==> config.mk <==
export PLATFORM = sky130hd
export DESIGN_NAME = wb_master_cmd_flat
export DESIGN_NICKNAME = d
export VERILOG_FILES = /design/src/rtl/wb_master_cmd_if.sv /design/src/rtl/wb_master_cmd.sv /design/src/flat_wrapper.sv
export SDC_FILE = /design/constraint.sdc
export NUM_CORES = 1
export LEC_CHECK = 0
export BUFFER_PORTS_ARGS = -buffer_cell sky130_fd_sc_hd__buf_2
export CAP_MARGIN = 30
export CORE_UTILIZATION = 40
export DETAILED_ROUTE_END_ITERATION = 12
export GPL_TIMING_DRIVEN = 0
export PLACE_DENSITY = 0.7
export SYNTH_ARGS = -nofsm -noshare
export SYNTH_HDL_FRONTEND = slang
export SYNTH_SLANG_ARGS = --single-unit
==> constraint.sdc <==
create_clock -name clk -period 4.8 [get_ports clk]
set_input_delay 0.24 -clock clk [delete_from_list [all_inputs] [get_ports clk]]
set_output_delay 0.24 -clock clk [all_outputs]
set_load 0.02 [all_outputs]
==> src/rtl/wb_master_cmd_if.sv <==
// Command, response and Wishbone classic signals of the command-driven bus master.
// The master modport is the block's view; slave is the view of whoever drives commands and serves the bus.
interface wb_master_cmd_if #(
  parameter int DATA_WIDTH   = 32,
  parameter int ADDR_WIDTH   = 32,
  parameter int SELECT_WIDTH = 4
) ();
  logic [ADDR_WIDTH-1:0]   cmd_adr;
  logic [DATA_WIDTH-1:0]   cmd_dat;
  logic [SELECT_WIDTH-1:0] cmd_sel;
  logic                    cmd_we;
  logic                    cmd_valid;
  logic                    cmd_ready;

  logic [DATA_WIDTH-1:0]   rsp_dat;
  logic [1:0]              rsp_status;
  logic                    rsp_valid;
  logic                    rsp_ready;

  logic [ADDR_WIDTH-1:0]   wb_adr_o;
  logic [DATA_WIDTH-1:0]   wb_dat_o;
  logic [DATA_WIDTH-1:0]   wb_dat_i;
  logic                    wb_we_o;
  logic [SELECT_WIDTH-1:0] wb_sel_o;
  logic                    wb_stb_o;
  logic                    wb_cyc_o;
  logic                    wb_ack_i;
  logic                    wb_err_i;

  modport master (
    input  cmd_adr, cmd_dat, cmd_sel, cmd_we, cmd_valid,
    output cmd_ready,
    output rsp_dat, rsp_status, rsp_valid,
    input  rsp_ready,
    output wb_adr_o, wb_dat_o, wb_we_o, wb_sel_o, wb_stb_o, wb_cyc_o,
    input  wb_dat_i, wb_ack_i, wb_err_i
  );

  modport slave (
    output cmd_adr, cmd_dat, cmd_sel, cmd_we, cmd_valid,
    input  cmd_ready,
    input  rsp_dat, rsp_status, rsp_valid,
    output rsp_ready,
    input  wb_adr_o, wb_dat_o, wb_we_o, wb_sel_o, wb_stb_o, wb_cyc_o,
    output wb_dat_i, wb_ack_i, wb_err_i
  );
endinterface

==> src/rtl/wb_master_cmd.sv <==
// Turns one command into one Wishbone classic cycle and returns data/status (OK, bus error, timeout).
// Registered-ack slave: accept at N, ack sampled N+2, response valid from N+2; response holds until rsp_ready.
module wb_master_cmd #(
  parameter int DATA_WIDTH   = 32,
  parameter int ADDR_WIDTH   = 32,
  parameter int SELECT_WIDTH = 4,
  parameter int TIMEOUT      = 255
) (
  input logic clk,
  input logic rst_n,
  wb_master_cmd_if.master bus
);
  localparam int TW = (TIMEOUT < 2) ? 1 : $clog2(TIMEOUT + 1);
  localparam logic [TW:0] TLIM = (TW + 1)'(TIMEOUT);

  typedef enum logic [1:0] {IDLE, BUS, RESP} state_t;

  state_t                  state_q;
  logic                    cmd_ready_q;
  logic [ADDR_WIDTH-1:0]   adr_q;
  logic [DATA_WIDTH-1:0]   dat_q;
  logic [SELECT_WIDTH-1:0] sel_q;
  logic                    we_q;
  logic                    cyc_q;
  logic                    rsp_valid_q;
  logic [DATA_WIDTH-1:0]   rsp_dat_q;
  logic [1:0]              rsp_status_q;
  logic [TW-1:0]           timer_q;
  logic [TW-1:0]           timer_d;
  logic                    timeout_hit_d;

  // Timer saturates so a disabled timeout can never wrap into a false expiry.
  assign timer_d       = (&timer_q) ? timer_q : timer_q + 1'b1;
  assign timeout_hit_d = (TIMEOUT != 0) && (({1'b0, timer_q} + 1'b1) == TLIM);

  always_ff @(posedge clk or negedge rst_n) begin
    if (!rst_n) begin
      state_q      <= IDLE;
      cmd_ready_q  <= 1'b0;
      adr_q        <= '0;
      dat_q        <= '0;
      sel_q        <= '0;
      we_q         <= 1'b0;
      cyc_q        <= 1'b0;
      rsp_valid_q  <= 1'b0;
      rsp_dat_q    <= '0;
      rsp_status_q <= 2'b00;
      timer_q      <= '0;
    end else begin
      case (state_q)
        IDLE: begin
          cmd_ready_q <= 1'b1;
          if (bus.cmd_valid && cmd_ready_q) begin
            adr_q       <= bus.cmd_adr;
            dat_q       <= bus.cmd_dat;
            sel_q       <= bus.cmd_sel;
            we_q        <= bus.cmd_we;
            cyc_q       <= 1'b1;
            timer_q     <= '0;
            cmd_ready_q <= 1'b0;
            state_q     <= BUS;
          end
        end
        BUS: begin
          // Error outranks ack; either outranks a timeout landing on the same edge.
          if (bus.wb_err_i) begin
            rsp_dat_q    <= '0;
            rsp_status_q <= 2'b01;
            cyc_q        <= 1'b0;
            rsp_valid_q  <= 1'b1;
            state_q      <= RESP;
          end else if (bus.wb_ack_i) begin
            rsp_dat_q    <= we_q ? '0 : bus.wb_dat_i;
            rsp_status_q <= 2'b00;
            cyc_q        <= 1'b0;
            rsp_valid_q  <= 1'b1;
            state_q      <= RESP;
          end else if (timeout_hit_d) begin
            rsp_dat_q    <= '0;
            rsp_status_q <= 2'b10;
            cyc_q        <= 1'b0;
            rsp_valid_q  <= 1'b1;
            state_q      <= RESP;
          end else begin
            timer_q <= timer_d;
          end
        end
        RESP: begin
          if (bus.rsp_ready) begin
            rsp_valid_q <= 1'b0;
            cmd_ready_q <= 1'b1;
            state_q     <= IDLE;
          end
        end
        default: begin
          cyc_q       <= 1'b0;
          rsp_valid_q <= 1'b0;
          cmd_ready_q <= 1'b0;
          state_q     <= IDLE;
        end
      endcase
    end
  end

  assign bus.cmd_ready  = cmd_ready_q;
  assign bus.rsp_valid  = rsp_valid_q;
  assign bus.rsp_dat    = rsp_dat_q;
  assign bus.rsp_status = rsp_status_q;
  assign bus.wb_adr_o   = adr_q;
  assign bus.wb_dat_o   = dat_q;
  assign bus.wb_sel_o   = sel_q;
  assign bus.wb_we_o    = we_q;
  assign bus.wb_cyc_o   = cyc_q;
  assign bus.wb_stb_o   = cyc_q;
endmodule

==> src/flat_wrapper.sv <==
// flat-port wrapper written by rule: the top's interface ports become plain ports
module wb_master_cmd_flat 
#(
  parameter int DATA_WIDTH   = 32,
  parameter int ADDR_WIDTH   = 32,
  parameter int SELECT_WIDTH = 4,
  parameter int TIMEOUT      = 255
)
  (clk, rst_n, bus_cmd_adr, bus_cmd_dat, bus_cmd_sel, bus_cmd_we, bus_cmd_valid, bus_cmd_ready, bus_rsp_dat, bus_rsp_status, bus_rsp_valid, bus_rsp_ready, bus_wb_adr_o, bus_wb_dat_o, bus_wb_we_o, bus_wb_sel_o, bus_wb_stb_o, bus_wb_cyc_o, bus_wb_dat_i, bus_wb_ack_i, bus_wb_err_i);
  wb_master_cmd_if #(.DATA_WIDTH(DATA_WIDTH), .ADDR_WIDTH(ADDR_WIDTH), .SELECT_WIDTH(SELECT_WIDTH)) bus_i ();
  input logic clk;
  input logic rst_n;
  input wire logic [$bits(bus_i.cmd_adr)-1:0] bus_cmd_adr;
  input wire logic [$bits(bus_i.cmd_dat)-1:0] bus_cmd_dat;
  input wire logic [$bits(bus_i.cmd_sel)-1:0] bus_cmd_sel;
  input wire logic [$bits(bus_i.cmd_we)-1:0] bus_cmd_we;
  input wire logic [$bits(bus_i.cmd_valid)-1:0] bus_cmd_valid;
  output wire logic [$bits(bus_i.cmd_ready)-1:0] bus_cmd_ready;
  output wire logic [$bits(bus_i.rsp_dat)-1:0] bus_rsp_dat;
  output wire logic [$bits(bus_i.rsp_status)-1:0] bus_rsp_status;
  output wire logic [$bits(bus_i.rsp_valid)-1:0] bus_rsp_valid;
  input wire logic [$bits(bus_i.rsp_ready)-1:0] bus_rsp_ready;
  output wire logic [$bits(bus_i.wb_adr_o)-1:0] bus_wb_adr_o;
  output wire logic [$bits(bus_i.wb_dat_o)-1:0] bus_wb_dat_o;
  output wire logic [$bits(bus_i.wb_we_o)-1:0] bus_wb_we_o;
  output wire logic [$bits(bus_i.wb_sel_o)-1:0] bus_wb_sel_o;
  output wire logic [$bits(bus_i.wb_stb_o)-1:0] bus_wb_stb_o;
  output wire logic [$bits(bus_i.wb_cyc_o)-1:0] bus_wb_cyc_o;
  input wire logic [$bits(bus_i.wb_dat_i)-1:0] bus_wb_dat_i;
  input wire logic [$bits(bus_i.wb_ack_i)-1:0] bus_wb_ack_i;
  input wire logic [$bits(bus_i.wb_err_i)-1:0] bus_wb_err_i;
  assign bus_i.cmd_adr = bus_cmd_adr;
  assign bus_i.cmd_dat = bus_cmd_dat;
  assign bus_i.cmd_sel = bus_cmd_sel;
  assign bus_i.cmd_we = bus_cmd_we;
  assign bus_i.cmd_valid = bus_cmd_valid;
  assign bus_cmd_ready = bus_i.cmd_ready;
  assign bus_rsp_dat = bus_i.rsp_dat;
  assign bus_rsp_status = bus_i.rsp_status;
  assign bus_rsp_valid = bus_i.rsp_valid;
  assign bus_i.rsp_ready = bus_rsp_ready;
  assign bus_wb_adr_o = bus_i.wb_adr_o;
  assign bus_wb_dat_o = bus_i.wb_dat_o;
  assign bus_wb_we_o = bus_i.wb_we_o;
  assign bus_wb_sel_o = bus_i.wb_sel_o;
  assign bus_wb_stb_o = bus_i.wb_stb_o;
  assign bus_wb_cyc_o = bus_i.wb_cyc_o;
  assign bus_i.wb_dat_i = bus_wb_dat_i;
  assign bus_i.wb_ack_i = bus_wb_ack_i;
  assign bus_i.wb_err_i = bus_wb_err_i;
  wb_master_cmd #(.DATA_WIDTH(DATA_WIDTH), .ADDR_WIDTH(ADDR_WIDTH), .SELECT_WIDTH(SELECT_WIDTH), .TIMEOUT(TIMEOUT)) u_core (.clk(clk), .rst_n(rst_n), .bus(bus_i));
endmodule
# Word level (Yosys, flattened, before mapping)
# Cells that the tools add are included.
# word_totals
word_cells	69
mem_count	0
rom_bits	0
ff_bits	116
latchBits	0
inputBits	107
mem_bits_rw	0
output_inout_bits	107
# op_classes
order_cmp	0
n_mux	31
div	0
eq_ne	10
n_bitwise	3
mul	0
shift	0
n_reduce_logical	12
n_addsub	2
# ops
op	count
two-way mux 32 bit	4
two-way mux 8 bit	5
one-hot mux 8 bit (2 select lines)	1
two-way mux 2 bit	7
two-way mux 1 bit	10
!= test 2 bit (second input constant)	5
adder 8 x 1 -> 9 bit (second input constant)	1
== test 9 x 8 -> 1 bit (second input constant)	1
one-hot mux 1 bit (3 select lines)	3
AND reduction 3 bit	3
adder 8 x 1 -> 8 bit (second input constant)	1
AND reduction 8 bit	1
one-hot mux 2 bit (3 select lines)	1
AND reduction 2 bit	3
AND reduction 6 bit	1
!= test 4 x 3 -> 1 bit (second input constant)	1
inverter 1 bit	3
nonzero test 3 bit	1
== test 2 x 1 -> 1 bit (second input constant)	1
== test 2 bit (second input constant)	1
logical NOT 2 bit	1
!= test 2 x 1 -> 1 bit (second input constant)	1
nonzero test 2 bit	1
logical AND 1 bit	1

# Longest topological paths before layout
# Gate-level depths: netlist of run 1.
# depth
depth_word	6
mapped_depth	7
ltp_nobuf	6

# Least setup slack after synthesis of run 1
# Ideal clock, no wire load.
# synth_timing
kind	reg-to-reg
startpoint	reg u_core.state_q[0]
endpoint	reg u_core.timer_q[7]
t_required_ps	4679
arrival_time_ps	1628
setup_time_ps	121
stages_incl_launch_ff	7
period_less_slack_ps	1749
path_slack_ps	3051
n_path_buf	1
path_cell_list	dfrtp_1 -> buf_2 -> nand3b_4 -> a211oi_2 -> o31a_1 -> a21oi_4 -> a22o_1
# synth_between
elab_chain_cells	3
word_cells_on_any_way	10
cone_classes	eq/ne (6); mux (1); reduce/logical (3)
# synth_lines
element	line	source
from (decl)	wb_master_cmd.sv:18	state_t state_q;
from (signal assigned)	wb_master_cmd.sv:38	state_q <= IDLE;
from (signal assigned)	wb_master_cmd.sv:61	state_q <= BUS;
from (signal assigned)	wb_master_cmd.sv:71	state_q <= RESP;
== test 2 x 1 -> 1 bit or logical NOT 2 bit (tied branches)	wb_master_cmd.sv:50	case (state_q)
!= test 2 bit (no line), or another cell as far along	n/a	
AND reduction 6 bit (no line)	n/a	
to (signal assigned)	wb_master_cmd.sv:85	timer_q <= timer_d;
to (decl)	wb_master_cmd.sv:28	logic [TW-1:0] timer_q;
# Several ways; a longest one is shown, not always the timed one.
# A chain may end at the register's enable or synchronous reset.

# Worst setup path in the final report of run 1
# layout_timing
startpoint	reg u_core.state_q[0]
endpoint	reg u_core.dat_q[29], in the netlist u_core.bus.wb_dat_o[29]
# layout_between
elab_chain_cells	2
# layout_lines
element	line	source
logical NOT 2 bit	wb_master_cmd.sv:50	
AND reduction 2 bit (no line)	n/a	
to (signal assigned)	wb_master_cmd.sv:55	dat_q <= bus.cmd_dat;
to (decl)	wb_master_cmd.sv:21	logic [DATA_WIDTH-1:0] dat_q;
# Every way passes these cells.

==> results of run 1 <==
[report_power, final]
group,internal [uW],total (uW),switching (uW),leakage (uW)
registers,1440,1680,246,0.00144
logic,814,1930,1110,0.00161
clock network,942,1390,448,0.000323
total,3190,5000,1810,0.00337
[flip-flops by register name, indices dropped and copies added (netlist names), 2 cells and up]
name and count:
u_core.bus.rsp_dat 32, u_core.bus.wb_adr_o 32, u_core.bus.wb_dat_o 32, u_core.timer_q 8, u_core.bus.wb_sel_o 4, u_core.bus.rsp_status 2
u_core.state_q 2
[cells in the mapped netlist, types with 2 or more instances]
cell type | count | area, um^2
nand2b_1 | 6 | 37.5
a22o_1 | 34 | 298
buf_2 | 15 | 75.1
nand3_1 | 6 | 30.0
mux2_2 | 61 | 687
nand2_1 | 8 | 30.0
nor2_1 | 10 | 37.5
o32ai_1 | 2 | 17.5
and3_1 | 4 | 25.0
nor3_1 | 2 | 10.0
a21o_1 | 4 | 30.0
inv_1 | 3 | 11.3
dfrtp_1 | 116 | 2900
a21oi_1 | 7 | 35.0
ha_1 | 2 | 25.0
mux2_1 | 8 | 90.1
o21ai_0 | 9 | 45.0
clkbuf_1 | 2 | 7.51
[per-layer routing]
layer	part of all wire, %	global-route usage, %	routed length (um)
met1	40	22.9	4470
met2	51	30.9	5770
met3	7.4	7.77	827
met4	1.5	8.19	173
met5	0	0	0
[per-stage QoR]
stage / total power, uW / setup slack, ns
floorplan: 2930 / 3.05
global placement: 3580 / 2.10
detailed placement: 3640 / 2.63
CTS: 5060 / 2.64
global route: 5300 / 2.52
finish: 5000 / 2.69
[cell families after synthesis]
| logic type | after synthesis | synth area share [%] |
|---|---|---|
| DFF | 116 | 62.3 |
| xor gates and xnor gates | 2 | 0.779 |
| and+or+nand+nor | 43 | 5.32 |
| muxes | 69 | 16.7 |
| buffers and inverters | 22 | 2.42 |
| AOI/OAI and AO/OA | 68 | 12.0 |
| adders and majority gates | 2 | 0.537 |
[final cells by class]
class | count | area share [%]
Sequential cell | 116 | 43.9
Multi-Input combinational cell | 184 | 24.9
Timing Repair Buffer | 215 | 16.8
Clock buffer | 22 | 7.48
Tap cell | 143 | 2.71
Clock inverter | 10 | 2.54
Buffer | 19 | 1.53
Inverter | 3 | 0.170
[worst register-to-register path, cell delays in order, from the launching register on]
cell and delay [ns]:
dfrtp_1 0.39, buf_2 0.19, nand3b_4 0.20, nor3_4 0.45, buf_2 0.39, mux2_1 0.36
[repair_timing]
item / in CTS / in global routing
endpoints found under the hold margin: 39 / 0
hold buffers: 1 / 0
setup buffers: 0 / 0
[final timing paths]
kind,from,end,slack [ns],cells after the start
max,u_core.state_q[0]$_DFFE_PN0P_,u_core.bus.wb_dat_o[29]$_DFFE_PN0P_,2.69,5
min,bus_cmd_dat[27],u_core.bus.wb_dat_o[27]$_DFFE_PN0P_,0.05,2
max reg2reg,u_core.state_q[0]$_DFFE_PN0P_,u_core.bus.wb_dat_o[29]$_DFFE_PN0P_,2.69,5
min reg2reg,u_core.bus.wb_sel_o[0]$_DFFE_PN0P_,u_core.bus.wb_sel_o[0]$_DFFE_PN0P_,0.48,1
max in group asynchronous,rst_n,u_core.bus.wb_dat_o[17]$_DFFE_PN0P_,3.81,3
min in group asynchronous,rst_n,u_core.bus.wb_adr_o[5]$_DFFE_PN0P_,0.31,2
==> results.sh, run 1 <==
export IMPL_ys_types=41
export IMPL_dpl_instance_area_um2=5940
export IMPL_maxCapViolations=0
export IMPL_cts_resized_gates=0
export IMPL_firstDrtPassIters=4
export IMPL_rows=39
export IMPL_nNetsFinal=665
export IMPL_yosys_warnings=0
export IMPL_clk_latency_ns=0.41
export IMPL_grt_pass1_wl_mm=17.4
export IMPL_cts_buffers=17
export IMPL_critPathSlowestCell="nor3_4"
export IMPL_grt_pass1_vias=3606
export IMPL_peakVddDrop_mv=0.474
export IMPL_io_pins=214
export IMPL_die_x_um=110
export IMPL_power_leakage_uw=0.00337
export IMPL_run_status="complete, no violations"
export IMPL_cts_sinks=116
export IMPL_syn_to_final_growth_pct=41.9
export IMPL_place_hpwl_mm=8.20
export IMPL_cp_cell_sequence="buf_2, nand3b_4, nor3_4, buf_2, mux2_1"
export IMPL_dieArea_um2=12100
export IMPL_final_hold_viol_count=0
export IMPL_fin_crit_ns=2.11
export IMPL_setup_tns_ns=0
export IMPL_cts_root_buffer="clkbuf_16"
export IMPL_syn_area_per_cell_um2=14.5
export IMPL_drt_wirelength_per_cell_um=15.8
export IMPL_gp_congestion=0.799
export IMPL_critical_path_buf_inv_count=2
export IMPL_startpoint_type="flip-flop"
export IMPL_ant_nets=0
export IMPL_design_area_um2=6610
export IMPL_final_util_pct=58.1
export IMPL_dr_total_vias=3579
export IMPL_tritoncts="yes"
export IMPL_worstSetupPathType="flip-flop to flip-flop"
export IMPL_synth_area_um2=4660
export IMPL_cts_buffer_depth=2
export IMPL_syn_nets=431
export IMPL_die_y_um=110
export IMPL_finalClockSkew_ns=0.0121
export IMPL_grt_usage_pct=19.3
export IMPL_holdWs_ns=0.0451
export IMPL_required_ns=5.08
export IMPL_grt_overflow_total=0
export IMPL_vias_per_cell=5.03
export IMPL_worst_pin_slew_ns=0.558
export IMPL_antennaDiodeCount=0
export IMPL_slew_violations=0
export IMPL_synth_ff_type="dfrtp_1"
export IMPL_multi_input_area_um2=1640
export IMPL_rsz0062_at_grt="false"
export IMPL_clk_pin_slew_worst_paths_ns=0.06
export IMPL_drc=0
export IMPL_critPathArrivalTime_ns=2.39
export IMPL_grt_max_degree=78
export IMPL_min_path_type="input port to flip-flop"
export IMPL_layout_cells_non_filler=712
export IMPL_routed_wl_mm=11.2
export IMPL_critical_path_max_fanout=10
export IMPL_placedCellCount=679
export IMPL_ys_async_sr_fraction_pct=100
export IMPL_crit_family="simple AND/OR/NAND/NOR gates"
export IMPL_period_share_pct=43.9
export IMPL_initial_utilization_pct=41.0
export IMPL_final_fill_count=955
export IMPL_relSlewSlack_pct=62.7
export IMPL_ys_ff_latch=116
export IMPL_antenna_found_initial=0
export IMPL_final_cell_mix="buf_2 (227), dfrtp_1 (116), mux2_2 (61)"
export IMPL_synth_edff_count=0
export IMPL_fmax_mhz=474
export IMPL_synthCells=322
export IMPL_drive_gt1_share_pct=58.3
export IMPL_io_buffers=213
export IMPL_crit_top_cell="buf_2"
export IMPL_critPathCaptureType="flip-flop"
export IMPL_regArea_um2=2900
export IMPL_p_per_area_nw_per_um2=756
export IMPL_slowest_delay_ns=0.45
export IMPL_drt_iter0_drc=153
export IMPL_seq_area_frac_synth_pct=62.3
export IMPL_htree_levels=4
export IMPL_setup_viol=0
export IMPL_layout_commonest_cell="buf_2"
export IMPL_core_um2=11400
No activity file was read; power rests on OpenSTA's default activity.
==> run 2: changes to the inputs <==
--- a/config.mk
+++ b/config.mk
@@ -10,7 +10,7 @@
 export CORE_UTILIZATION = 40
 export DETAILED_ROUTE_END_ITERATION = 12
 export GPL_TIMING_DRIVEN = 0
-export PLACE_DENSITY = 0.7
+export PLACE_DENSITY = 0.73
 export SYNTH_ARGS = -nofsm -noshare
 export SYNTH_HDL_FRONTEND = slang
 export SYNTH_SLANG_ARGS = --single-unit
==> constraint.sdc (replaced) <==
create_clock -name clk -period 1.8 [get_ports clk]
set_input_delay 0.09 -clock clk [delete_from_list [all_inputs] [get_ports clk]]
set_output_delay 0.09 -clock clk [all_outputs]
set_load 0.02 [all_outputs]
==> results.sh, run 2 (synthesis gave the netlist of run 1 again) <==
export IMPL_r2r_start="u_core.timer_q[4]$_DFFE_PN0P_"
export IMPL_die_x_um=110
export IMPL_vias_per_cell=5.04
export IMPL_final_fill_count=751
export IMPL_routed_wl_mm=14.3
export IMPL_hold_end="u_core.bus.rsp_status[1]$_DFFE_PN0P_"
export IMPL_top_layer_used="met4"
export IMPL_critical_path_max_fanout=5
export IMPL_grt_usage_pct=23.9
export IMPL_ant_nets=0
export IMPL_wl_met1_mm=5.63
export IMPL_required_ns=2.10
export IMPL_worstSetupPathType="flip-flop to flip-flop"
export IMPL_min_path_type="input port to flip-flop"
export IMPL_cts_root_buffer="clkbuf_16"
export IMPL_fin_crit_ns=1.80
export IMPL_routed_wl_met2_mm=7.41
export IMPL_io_pins=214
export IMPL_worst_pin_slew_ns=0.637
export IMPL_clk_pin_slew_worst_paths_ns=0.06
export IMPL_grt_pass1_wl_mm=21.4
export IMPL_cts_buffer_depth=2
export IMPL_core_um2=11400
export IMPL_period_share_pct=100
export IMPL_peakVddDrop_mv=1.21
export IMPL_cp_cell_sequence="and3_1, nand3_1, o31a_1, buf_4, a32o_1"
export IMPL_setup_viol=2
export IMPL_syn_to_final_growth_pct=70.1
export IMPL_firstDrtPassIters=4
export IMPL_die_y_um=110
export IMPL_antenna_found_initial=0
export IMPL_critPathArrivalTime_ns=2.11
export IMPL_rsz0062_at_grt="true"
export IMPL_ff2ff_path_depth=5
export IMPL_relSlewSlack_pct=57.5
export IMPL_combinationalPowerShare_pct=43.5
export IMPL_critPathCaptureType="flip-flop"
export IMPL_seqPwrFrac_pct=33.2
export IMPL_maxCapViolations=0
export IMPL_pwr_share_clk_pct=23.3
export IMPL_swShare_pct=37.5
export IMPL_grt_pass1_vias=4359
export IMPL_startpoint_type="flip-flop"
export IMPL_grt_max_degree=70
export IMPL_initial_utilization_pct=41.0
export IMPL_slew_violations=0
export IMPL_final_hold_viol_count=0
export IMPL_place_hpwl_mm=8.38
export IMPL_clk_latency_ns=0.41
export IMPL_min_delay_path_depth=4
export IMPL_hp_start="bus_wb_ack_i"
export IMPL_tritoncts="yes"
export IMPL_dieArea_um2=12100
export IMPL_htree_levels=4
export IMPL_drt_iter0_drc=211
export IMPL_rows=39
export IMPL_worst_slack_ns=-0.00439
export IMPL_antennaDiodeCount=0
export IMPL_intPower_uw=8630
export IMPL_place_ws_ns=-0.336
export IMPL_rr_endpoint="u_core.timer_q[0]$_DFFE_PN0P_"
export IMPL_cts_buffers=17
export IMPL_finalClockSkew_ns=0.00831
export IMPL_dr_total_vias=4215
export IMPL_drt_wirelength_per_cell_um=17.1
export IMPL_drc=0
export IMPL_grt_overflow_total=0
export IMPL_final_util_pct=69.7
export IMPL_wl_met3_um=893
export IMPL_nNetsFinal=789
export IMPL_run_status="finished with violations"
export IMPL_gp_congestion=0.816
export IMPL_fmax_mhz=554
export IMPL_layout_commonest_cell="buf_2"
export IMPL_io_buffers=213
export IMPL_power_leakage_uw=0.00391
export IMPL_p_per_area_nw_per_um2=1740
export IMPL_violations="setup timing"
export IMPL_critPathSlowestCell="dfrtp_1"
export IMPL_switchingPower_uw=5180
export IMPL_slowest_delay_ns=0.46
export IMPL_reg2reg_slack_ns=-0.004
export IMPL_final_cell_mix="buf_2 (214), dfrtp_1 (113), dlygate4sd3_1 (104)"
export IMPL_drive_gt1_share_pct=52.4
export IMPL_cts_sinks=116
-- run 2: layer usage --
metal  vias up  global-route usage [%]
met1      2096                    26.9
met5         -                       0
li1       1911                       -
met2       174                    41.2
met3        34                    8.18
met4         0                    10.2
-- run 2: through the flow --
step                hold WS, ns  area [um^2]  power, uW  cells  setup TNS, ns
finish                    0.101         7920      13800    836       -0.00617
global placement          0.308         5900       9520    678        -101.20
CTS                      0.0695         7880      13800    833        -0.0129
global route              0.103         7920      14500    836          -2.85
floorplan                -0.206         4660       7820    322              0
detailed placement        0.146         5930       9720    679         -28.52
-- run 2: critical path, delay by kind of cell (launching register included) --
| kind | cells | cell delay [ns] |
|---|---|---|
| AO/OA/AOI/OAI | 2 | 0.61 |
| AND/OR/NAND/NOR | 2 | 0.47 |
| flip-flops | 1 | 0.46 |
| buffers and inverters | 1 | 0.17 |
-- run 2: power groups by stage --
stage / logic [uW] / registers [uW] / clock network, uW
3_5_place_dp: 5230 / 4490 / 0
3_3_place_gp: 5100 / 4420 / 0
5_1_grt: 6390 / 4740 / 3390
6_report: 6010 / 4590 / 3220
4_1_cts: 5950 / 4530 / 3290
2_1_floorplan: 1900 / 5920 / 0
-- run 2: how the worst max path moves through the flow --
| stage | start | to | slack [ns] | cells after the start |
|---|---|---|---|---|
| 2_1_floorplan | u_core.state_q[0]$_DFFE_PN0P_ | u_core.timer_q[7]$_DFFE_PN0P_ | 0.05 | 6 |
| 3_3_place_gp | rst_n | u_core.bus.wb_we_o$_DFFE_PN0P_ | -0.65 | 1 |
| 3_5_place_dp | u_core.timer_q[0]$_DFFE_PN0P_ | u_core.bus.rsp_dat[4]$_DFFE_PN0P_ | -0.34 | 7 |
| 4_1_cts | u_core.state_q[0]$_DFFE_PN0P_ | u_core.bus.wb_dat_o[25]$_DFFE_PN0P_ | -0.006 | 8 |
| 5_1_grt | u_core.timer_q[0]$_DFFE_PN0P_ | u_core.bus.rsp_dat[6]$_DFFE_PN0P_ | -0.09 | 7 |
| 6_report | u_core.timer_q[4]$_DFFE_PN0P_ | u_core.timer_q[0]$_DFFE_PN0P_ | -0.004 | 5 |
-- run 2: repair_timing --
| action | in CTS | in global routing |
|---|---|---|
| pin swaps | 8 | 6 |
| gates resized for setup | 44 | 11 |
| hold endpoints to repair | 151 | 0 |
| endpoints found under the setup margin | 109 | 99 |
| hold buffers | 104 | 0 |
| cloned | 2 | 2 |
| buffers inserted | 18 | 3 |
-- run 2: area by class of cell --
type | count | area (um^2) | area share (%)
buffer | 15 | 164 | 2.07
multi-input combinational | 184 | 1700 | 21.5
tap | 143 | 179 | 2.26
clock inverter | 13 | 134 | 1.69
sequential | 116 | 2910 | 36.7
timing repair buffer | 343 | 2390 | 30.2
clock buffer | 19 | 433 | 5.47
inverter | 3 | 11.3 | 0.142
